===== src/rtl/ovl_win_sched_pkg.sv =====
// ovl_win_sched_pkg
//   Shared types and helpers for the OVL window scheduler and its arbiter.
//   - win_state_t : scheduler FSM states
//   - STATE_W     : encoded state width
//   - next_ptr()  : round-robin pointer advance with wrap at num_req
package ovl_win_sched_pkg;

  localparam int STATE_W = 3;

  typedef enum logic [STATE_W-1:0] {
    IDLE   = 3'd0,
    GRANT  = 3'd1,
    START  = 3'd2,
    OPEN   = 3'd3,
    END    = 3'd4,
    REPORT = 3'd5
  } win_state_t;

  function automatic int unsigned next_ptr(input int unsigned ptr,
                                           input int unsigned num_req);
    if (ptr + 1 >= num_req) begin
      return 0;
    end
    return ptr + 1;
  endfunction

endpackage


===== src/rtl/ovl_rr_arb.sv =====
// ovl_rr_arb
//   Combinational round-robin pick: the first set request at or after the
//   pointer, wrapping past NUM_REQ-1 back to 0.
//   Ports:
//     req_i  [NUM_REQ]       request vector
//     ptr_i  [clog2(NUM_REQ)] search start position (must be < NUM_REQ)
//     gnt_o  [NUM_REQ]       one-hot pick, 0 when no request
//     idx_o  [clog2(NUM_REQ)] index of the pick, 0 when no request
//     vld_o                  at least one request present
module ovl_rr_arb #(
  parameter int NUM_REQ = 4
) (
  input  logic [NUM_REQ-1:0]         req_i,
  input  logic [$clog2(NUM_REQ)-1:0] ptr_i,
  output logic [NUM_REQ-1:0]         gnt_o,
  output logic [$clog2(NUM_REQ)-1:0] idx_o,
  output logic                       vld_o
);

  localparam int IDX_W = $clog2(NUM_REQ);

  logic [IDX_W:0]   sum;
  logic [IDX_W-1:0] pos;

  always_comb begin
    gnt_o = '0;
    idx_o = '0;
    vld_o = 1'b0;
    sum   = '0;
    pos   = '0;
    for (int i = 0; i < NUM_REQ; i++) begin
      // ptr + i stays below 2*NUM_REQ, so one conditional subtract wraps it.
      sum = {1'b0, ptr_i} + (IDX_W+1)'(i);
      if (sum >= (IDX_W+1)'(NUM_REQ)) begin
        sum = sum - (IDX_W+1)'(NUM_REQ);
      end
      pos = sum[IDX_W-1:0];
      if (!vld_o && req_i[pos]) begin
        vld_o      = 1'b1;
        gnt_o[pos] = 1'b1;
        idx_o      = pos;
      end
    end
  end

endmodule


===== src/rtl/ovl_win_sched.sv =====
// ovl_win_sched
//   Time-shares one ovl_win_unchange checker among NUM_REQ requesters. A
//   round-robin winner gets a window: its data is driven onto test_expr, the
//   checker is framed with start_event / end_event around win_len OPEN
//   cycles, and the checker's fire output is folded into a per-requester
//   pass/fail result pulsed on done/fail.
//   Ports:
//     clock        sole clock, posedge
//     reset        asynchronous active-low reset
//     enable       gates new grants only
//     req          level request per requester
//     win_len      per-requester window length, sampled at grant
//     data         per-requester observed value
//     fire_in      checker fire (bit 0)
//     gnt          one-hot grant, GRANT..REPORT
//     busy         high outside IDLE
//     start_event  checker window start pulse
//     end_event    checker window end pulse
//     test_expr    granted data (registered), 0 in IDLE/REPORT
//     done         one-cycle completion pulse on the granted bit
//     fail         valid with done, 1 = checker fired during the window
module ovl_win_sched
  import ovl_win_sched_pkg::*;
#(
  parameter int NUM_REQ = 4,
  parameter int WIDTH   = 4,
  parameter int LEN_W   = 4
) (
  input  logic                     clock,
  input  logic                     reset,
  input  logic                     enable,
  input  logic [NUM_REQ-1:0]       req,
  input  logic [NUM_REQ*LEN_W-1:0] win_len,
  input  logic [NUM_REQ*WIDTH-1:0] data,
  input  logic                     fire_in,
  output logic [NUM_REQ-1:0]       gnt,
  output logic                     busy,
  output logic                     start_event,
  output logic                     end_event,
  output logic [WIDTH-1:0]         test_expr,
  output logic [NUM_REQ-1:0]       done,
  output logic [NUM_REQ-1:0]       fail
);

  localparam int IDX_W = $clog2(NUM_REQ);

  win_state_t         state_q, state_d;
  logic [IDX_W-1:0]   idx_q, idx_d;
  logic [IDX_W-1:0]   ptr_q, ptr_d;
  logic [LEN_W-1:0]   cnt_q, cnt_d;
  logic               flat_q, flat_d;
  logic [NUM_REQ-1:0] gnt_q, gnt_d;
  logic               busy_q, busy_d;
  logic               start_q, start_d;
  logic               end_q, end_d;
  logic [WIDTH-1:0]   texp_q, texp_d;
  logic [NUM_REQ-1:0] done_q, done_d;
  logic [NUM_REQ-1:0] fail_q, fail_d;

  logic [NUM_REQ-1:0] arb_gnt;
  logic [IDX_W-1:0]   arb_idx;
  logic               arb_vld;

  logic [WIDTH-1:0]   data_a [NUM_REQ];
  logic [LEN_W-1:0]   len_a  [NUM_REQ];

  for (genvar i = 0; i < NUM_REQ; i++) begin : g_unpack
    assign data_a[i] = data[i*WIDTH +: WIDTH];
    assign len_a[i]  = win_len[i*LEN_W +: LEN_W];
  end

  ovl_rr_arb #(
    .NUM_REQ (NUM_REQ)
  ) u_arb (
    .req_i (req),
    .ptr_i (ptr_q),
    .gnt_o (arb_gnt),
    .idx_o (arb_idx),
    .vld_o (arb_vld)
  );

  always_comb begin
    state_d = state_q;
    idx_d   = idx_q;
    ptr_d   = ptr_q;
    cnt_d   = cnt_q;
    flat_d  = flat_q;
    gnt_d   = gnt_q;
    done_d  = '0;
    fail_d  = '0;

    case (state_q)
      IDLE: begin
        if (enable && arb_vld) begin
          state_d = GRANT;
          idx_d   = arb_idx;
          gnt_d   = arb_gnt;
          cnt_d   = len_a[arb_idx];
          flat_d  = 1'b0;
        end
      end
      GRANT: begin
        state_d = START;
      end
      START: begin
        flat_d  = flat_q | fire_in;
        state_d = (cnt_q == '0) ? END : OPEN;
      end
      OPEN: begin
        flat_d = flat_q | fire_in;
        cnt_d  = cnt_q - LEN_W'(1);
        if (cnt_q == LEN_W'(1)) begin
          state_d = END;
        end
      end
      END: begin
        // Fire seen on this same edge still counts: the checker's fire is
        // registered, so its verdict on the last OPEN cycle lands here.
        flat_d  = flat_q | fire_in;
        done_d  = gnt_q;
        fail_d  = (flat_q | fire_in) ? gnt_q : '0;
        state_d = REPORT;
      end
      REPORT: begin
        ptr_d   = IDX_W'(next_ptr(32'(idx_q), NUM_REQ));
        gnt_d   = '0;
        state_d = IDLE;
      end
      default: begin
        state_d = IDLE;
        gnt_d   = '0;
      end
    endcase

    // Outputs are registered from the next state so each pulse lines up
    // with the state it belongs to.
    start_d = (state_d == START);
    end_d   = (state_d == END);
    busy_d  = (state_d != IDLE);
    texp_d  = ((state_d != IDLE) && (state_d != REPORT)) ? data_a[idx_d] : '0;
  end

  always_ff @(posedge clock or negedge reset) begin
    if (!reset) begin
      state_q <= IDLE;
    end else begin
      state_q <= state_d;
    end
  end

  always_ff @(posedge clock or negedge reset) begin
    if (!reset) begin
      idx_q   <= '0;
      ptr_q   <= '0;
      cnt_q   <= '0;
      flat_q  <= 1'b0;
      gnt_q   <= '0;
      busy_q  <= 1'b0;
      start_q <= 1'b0;
      end_q   <= 1'b0;
      texp_q  <= '0;
      done_q  <= '0;
      fail_q  <= '0;
    end else begin
      idx_q   <= idx_d;
      ptr_q   <= ptr_d;
      cnt_q   <= cnt_d;
      flat_q  <= flat_d;
      gnt_q   <= gnt_d;
      busy_q  <= busy_d;
      start_q <= start_d;
      end_q   <= end_d;
      texp_q  <= texp_d;
      done_q  <= done_d;
      fail_q  <= fail_d;
    end
  end

  assign gnt         = gnt_q;
  assign busy        = busy_q;
  assign start_event = start_q;
  assign end_event   = end_q;
  assign test_expr   = texp_q;
  assign done        = done_q;
  assign fail        = fail_q;

endmodule

===== config.mk =====
export PLATFORM = sky130hd
export DESIGN_NAME = ovl_win_sched
export DESIGN_NICKNAME = d
export VERILOG_FILES = /design/src/rtl/ovl_win_sched_pkg.sv /design/src/rtl/ovl_rr_arb.sv /design/src/rtl/ovl_win_sched.sv
export SDC_FILE = /design/constraint.sdc
export NUM_CORES = 1
export LEC_CHECK = 0
export CORE_MARGIN = 5
export CORE_UTILIZATION = 53
export CTS_BUF_LIST = sky130_fd_sc_hd__clkbuf_2 sky130_fd_sc_hd__clkbuf_4 sky130_fd_sc_hd__clkbuf_8
export DETAILED_ROUTE_END_ITERATION = 16
export GPL_TIMING_DRIVEN = 0
export PLACE_DENSITY = 0.95
export REMOVE_ABC_BUFFERS = 1
export SLEW_MARGIN = 20
export SYNTH_ARGS = -nofsm -noshare
export SYNTH_HDL_FRONTEND = slang
export SYNTH_SLANG_ARGS = --single-unit

===== constraint.sdc =====
create_clock -name clock -period 8.5 [get_ports clock]
set_input_delay 2.55 -clock clock [delete_from_list [all_inputs] [get_ports clock]]
set_output_delay 2.55 -clock clock [all_outputs]
set_load 0.03 [all_outputs]

==> summary.md <==
| Metric | Value |
|---|---|
| Worst skew pair latency | 280 ps |
| Post-layout power | 774.7 uW |
| Wire length per cell | 16.06 um |
| R2R depth | 8 |
| Async S/R FF share, synth | 100.0% |
| First-pass GRT wire length | 8549 um |
| Largest net degree at the start of global routing | 32 |
| Overflow after GRT | 0 |
| Hold Fails Final Rpt | 0 |
| Startpoint Class | primary input |
| Post-synthesis cell count | 213 |
| Setup Crit Path Kind | in -> reg |
| Vias after detailed routing | 1887 |
| Io pins | 59 |
| CP Max Fanout | 12 |
| Static Leak | 1.189 nW |
| Count leader, synth | dfrtp_1 |
| Layout area overhead | 32.06% |
| Post-synth top area share | 37.58% |
| Longest Clk Path Bufs | 2 |
| Synth warn | 0 |
| Starting Density | 55.56% |
| CTS tree | built |
| Crit path DAT | 5210 ps |
| H-tree Lvls | 2 |
| Post-detailed-route DRC marker count | 0 |
| ANT nets after route | 0 |
| Final nets | 317 |
| Post-route core utilization | 73.37% |
| Final setup vio count | 0 |
| Post-synth top area cell | dfrtp_1 |
| Slew @ Worst Pin | 791.9 ps |
| Ant. Diodes | 0 |
| Worst hold path class | reg -> reg |
| Most common flop cell mapped by yosys | dfrtp_1 |
| Sequential fraction of the synthesis area | 37.58% |
| Full die area | 5243 sq um |
| Core box area | 3716 sq um |
| Status | completed |
| Slew HR | 45.84% |
| Hold depth | 1 |
| Final Slew Violations | 0 |
| Input/output buffers | 58 |
| Placement Setup Slack | 3140 ps |
| CP Capture Type | register |
| Setup bufs post-CTS | 0 |
| Post-Route WL | 5043 um |
| GP Congestion | 0.9016 |
| Die Span X | 72.41 um |
| Skew final | 6.501 ps |
| Peak supply drop | 0.0001537 V |
| Mapped Avg Cell Area | 9.692 sq um |
| Number of synthesized flops with an enable pin | 0 |
| Top post-synthesis cells by area | dfrtp_1 (38%), ha_1 (6.7%), mux2i_1 (4.8%) |
| Post-cts sizing count | 0 |
| Fin crit period | 5049 ps |
| CTS sink count | 31 |
| Critical Path RT | 8670 ps |
| Number of synthesized register bits | 31 |
| Number of antenna violations at the first check in global routing | 0 |
| Detailed Route Iter0 Violations | 136 |
| Via/cell ratio | 6.010 |
| RSZ-0062 raised after global routing | false |
| Synth Cell Area | 2064 sq um |
| Vias in the first global route | 1857 |
| Worst-path clk slew | 60 ps |
| Hold Buf Count CTS | 0 |
| Maxcap violations | 0 |
| Router iterations before antenna repair | 4 |
| Synth unique cells | 51 |
| Fillers | 270 |
| Clk root buf | clkbuf_8 |
| CTS buffer count | 5 |
| Final TNS setup | 0 ps |
| Power Dens Cells | 284.1 nW/um^2 |
| Rows | 22 |
| Die height | 72.41 um |
| Synth cell count leaders | dfrtp_1 (31), nor2_1 (21), nand2_1 (14) |
| Dpl hpwl | 3797 um |
| Global Route Usage Sum | 20.82% |
| PnR worst setup slack | 3451 ps |
| Max Clk Rate | 198.1 MHz |
| Period utilization | 59.40% |
| Layout cells sized above 1 | 6.391% |
## critical path: stages
cell	delay [ps]
clkdlybuf4s50_1	590
nand2_1	210
a21boi_0	200
o21ai_1	90
a211oi_2	620
mux4_1	640
a221o_1	300
## path summary, 6_finish.rpt
path,from,endpoint,slack [ps]
worst min register to register,gnt[0],fail[0],550
worst min-delay path,gnt[0],fail[0],550
worst max-delay path,req[3],cnt_q[0],3450
max in group asynchronous,reset,fail[0],5760
min in group asynchronous,reset,test_expr[0],2300
worst max register to register,ptr_q[0],cnt_q[0],4870
## cell type report
class | count | area [sq um] | area share [%]
Clock buffer | 6 | 82.58 | 3.029
Sequential cell | 31 | 775.7 | 28.45
Multi-Input combinational cell | 161 | 1194 | 43.78
Timing Repair Buffer | 58 | 575.6 | 21.11
Clock inverter | 1 | 5.005 | 0.1836
Tap cell | 48 | 60.06 | 2.203
Inverter | 9 | 33.78 | 1.239
## power breakdown
| part | internal [mW] | total (mW) | switching (mW) | leakage [nW] |
|---|---|---|---|---|
| Combinational | 0.188 | 0.416 | 0.228 | 0.762 |
| Sequential | 0.192 | 0.244 | 0.0519 | 0.380 |
| Clock | 0.0634 | 0.115 | 0.0515 | 0.0470 |
## through the flow
step / area, sq um / instances / hold WS (ps)
global placement: 2644 / 307 / 510.5
floorplan: 2003 / 201 / 487.3
finish: 2726 / 314 / 546.2
global route: 2726 / 314 / 572.1
CTS: 2726 / 314 / 547.0
detailed placement: 2639 / 307 / 532.0
## cell usage in the layout (no fill, tap or decap), drive strengths merged, types with 2 or more instances in the layout
cell           Yosys  layout
o21a               2       2
nand2b             3       3
mux4               4       4
o22ai              2       2
a21oi             11      11
a22oi              4       4
nor2              22      22
mux2i             12      12
nand3              7       7
nor3               4       4
inv                9       9
nand2             14      14
nor2b              4       4
dfrtp             31      31
clkdlybuf4s50      0      57
mux2               2       2
and3               9       9
and2               6       6
o32ai              4       4
clkbuf             6       6
a31oi              6       6
o21ai              8       8
a211oi             4       4
ha                11      11
a2111oi            4       4
## kinds of logic after synthesis
kind of cell	Yosys count	share of synthesized area, %
AO/OA/AOI/OAI	55	19.03
XOR/XNOR	1	0.4243
AND/OR/NAND/NOR	76	18.67
adder cells (fa/ha/maj)	11	6.667
buffers and inverters	21	4.606
multiplexers	18	13.03
flip-flops	31	37.58
## state kept, by name, summed over array words and instances, names as in the netlist
signal       cells
cnt_q            4
done             4
fail             4
gnt              4
test_expr        4
state_q          3
idx_q            2
ptr_q            2
busy             1
end_event        1
flat_q           1
start_event      1
## layer usage
| layer | wire, um | global-route usage (%) |
|---|---|---|
| met4 | 200 | 10.66 |
| met2 | 2510 | 34.58 |
| met5 | 0 | 0 |
| met3 | 342 | 4.294 |
| met1 | 1989 | 25.55 |
Note: power is estimated with default switching activity, not from simulation.
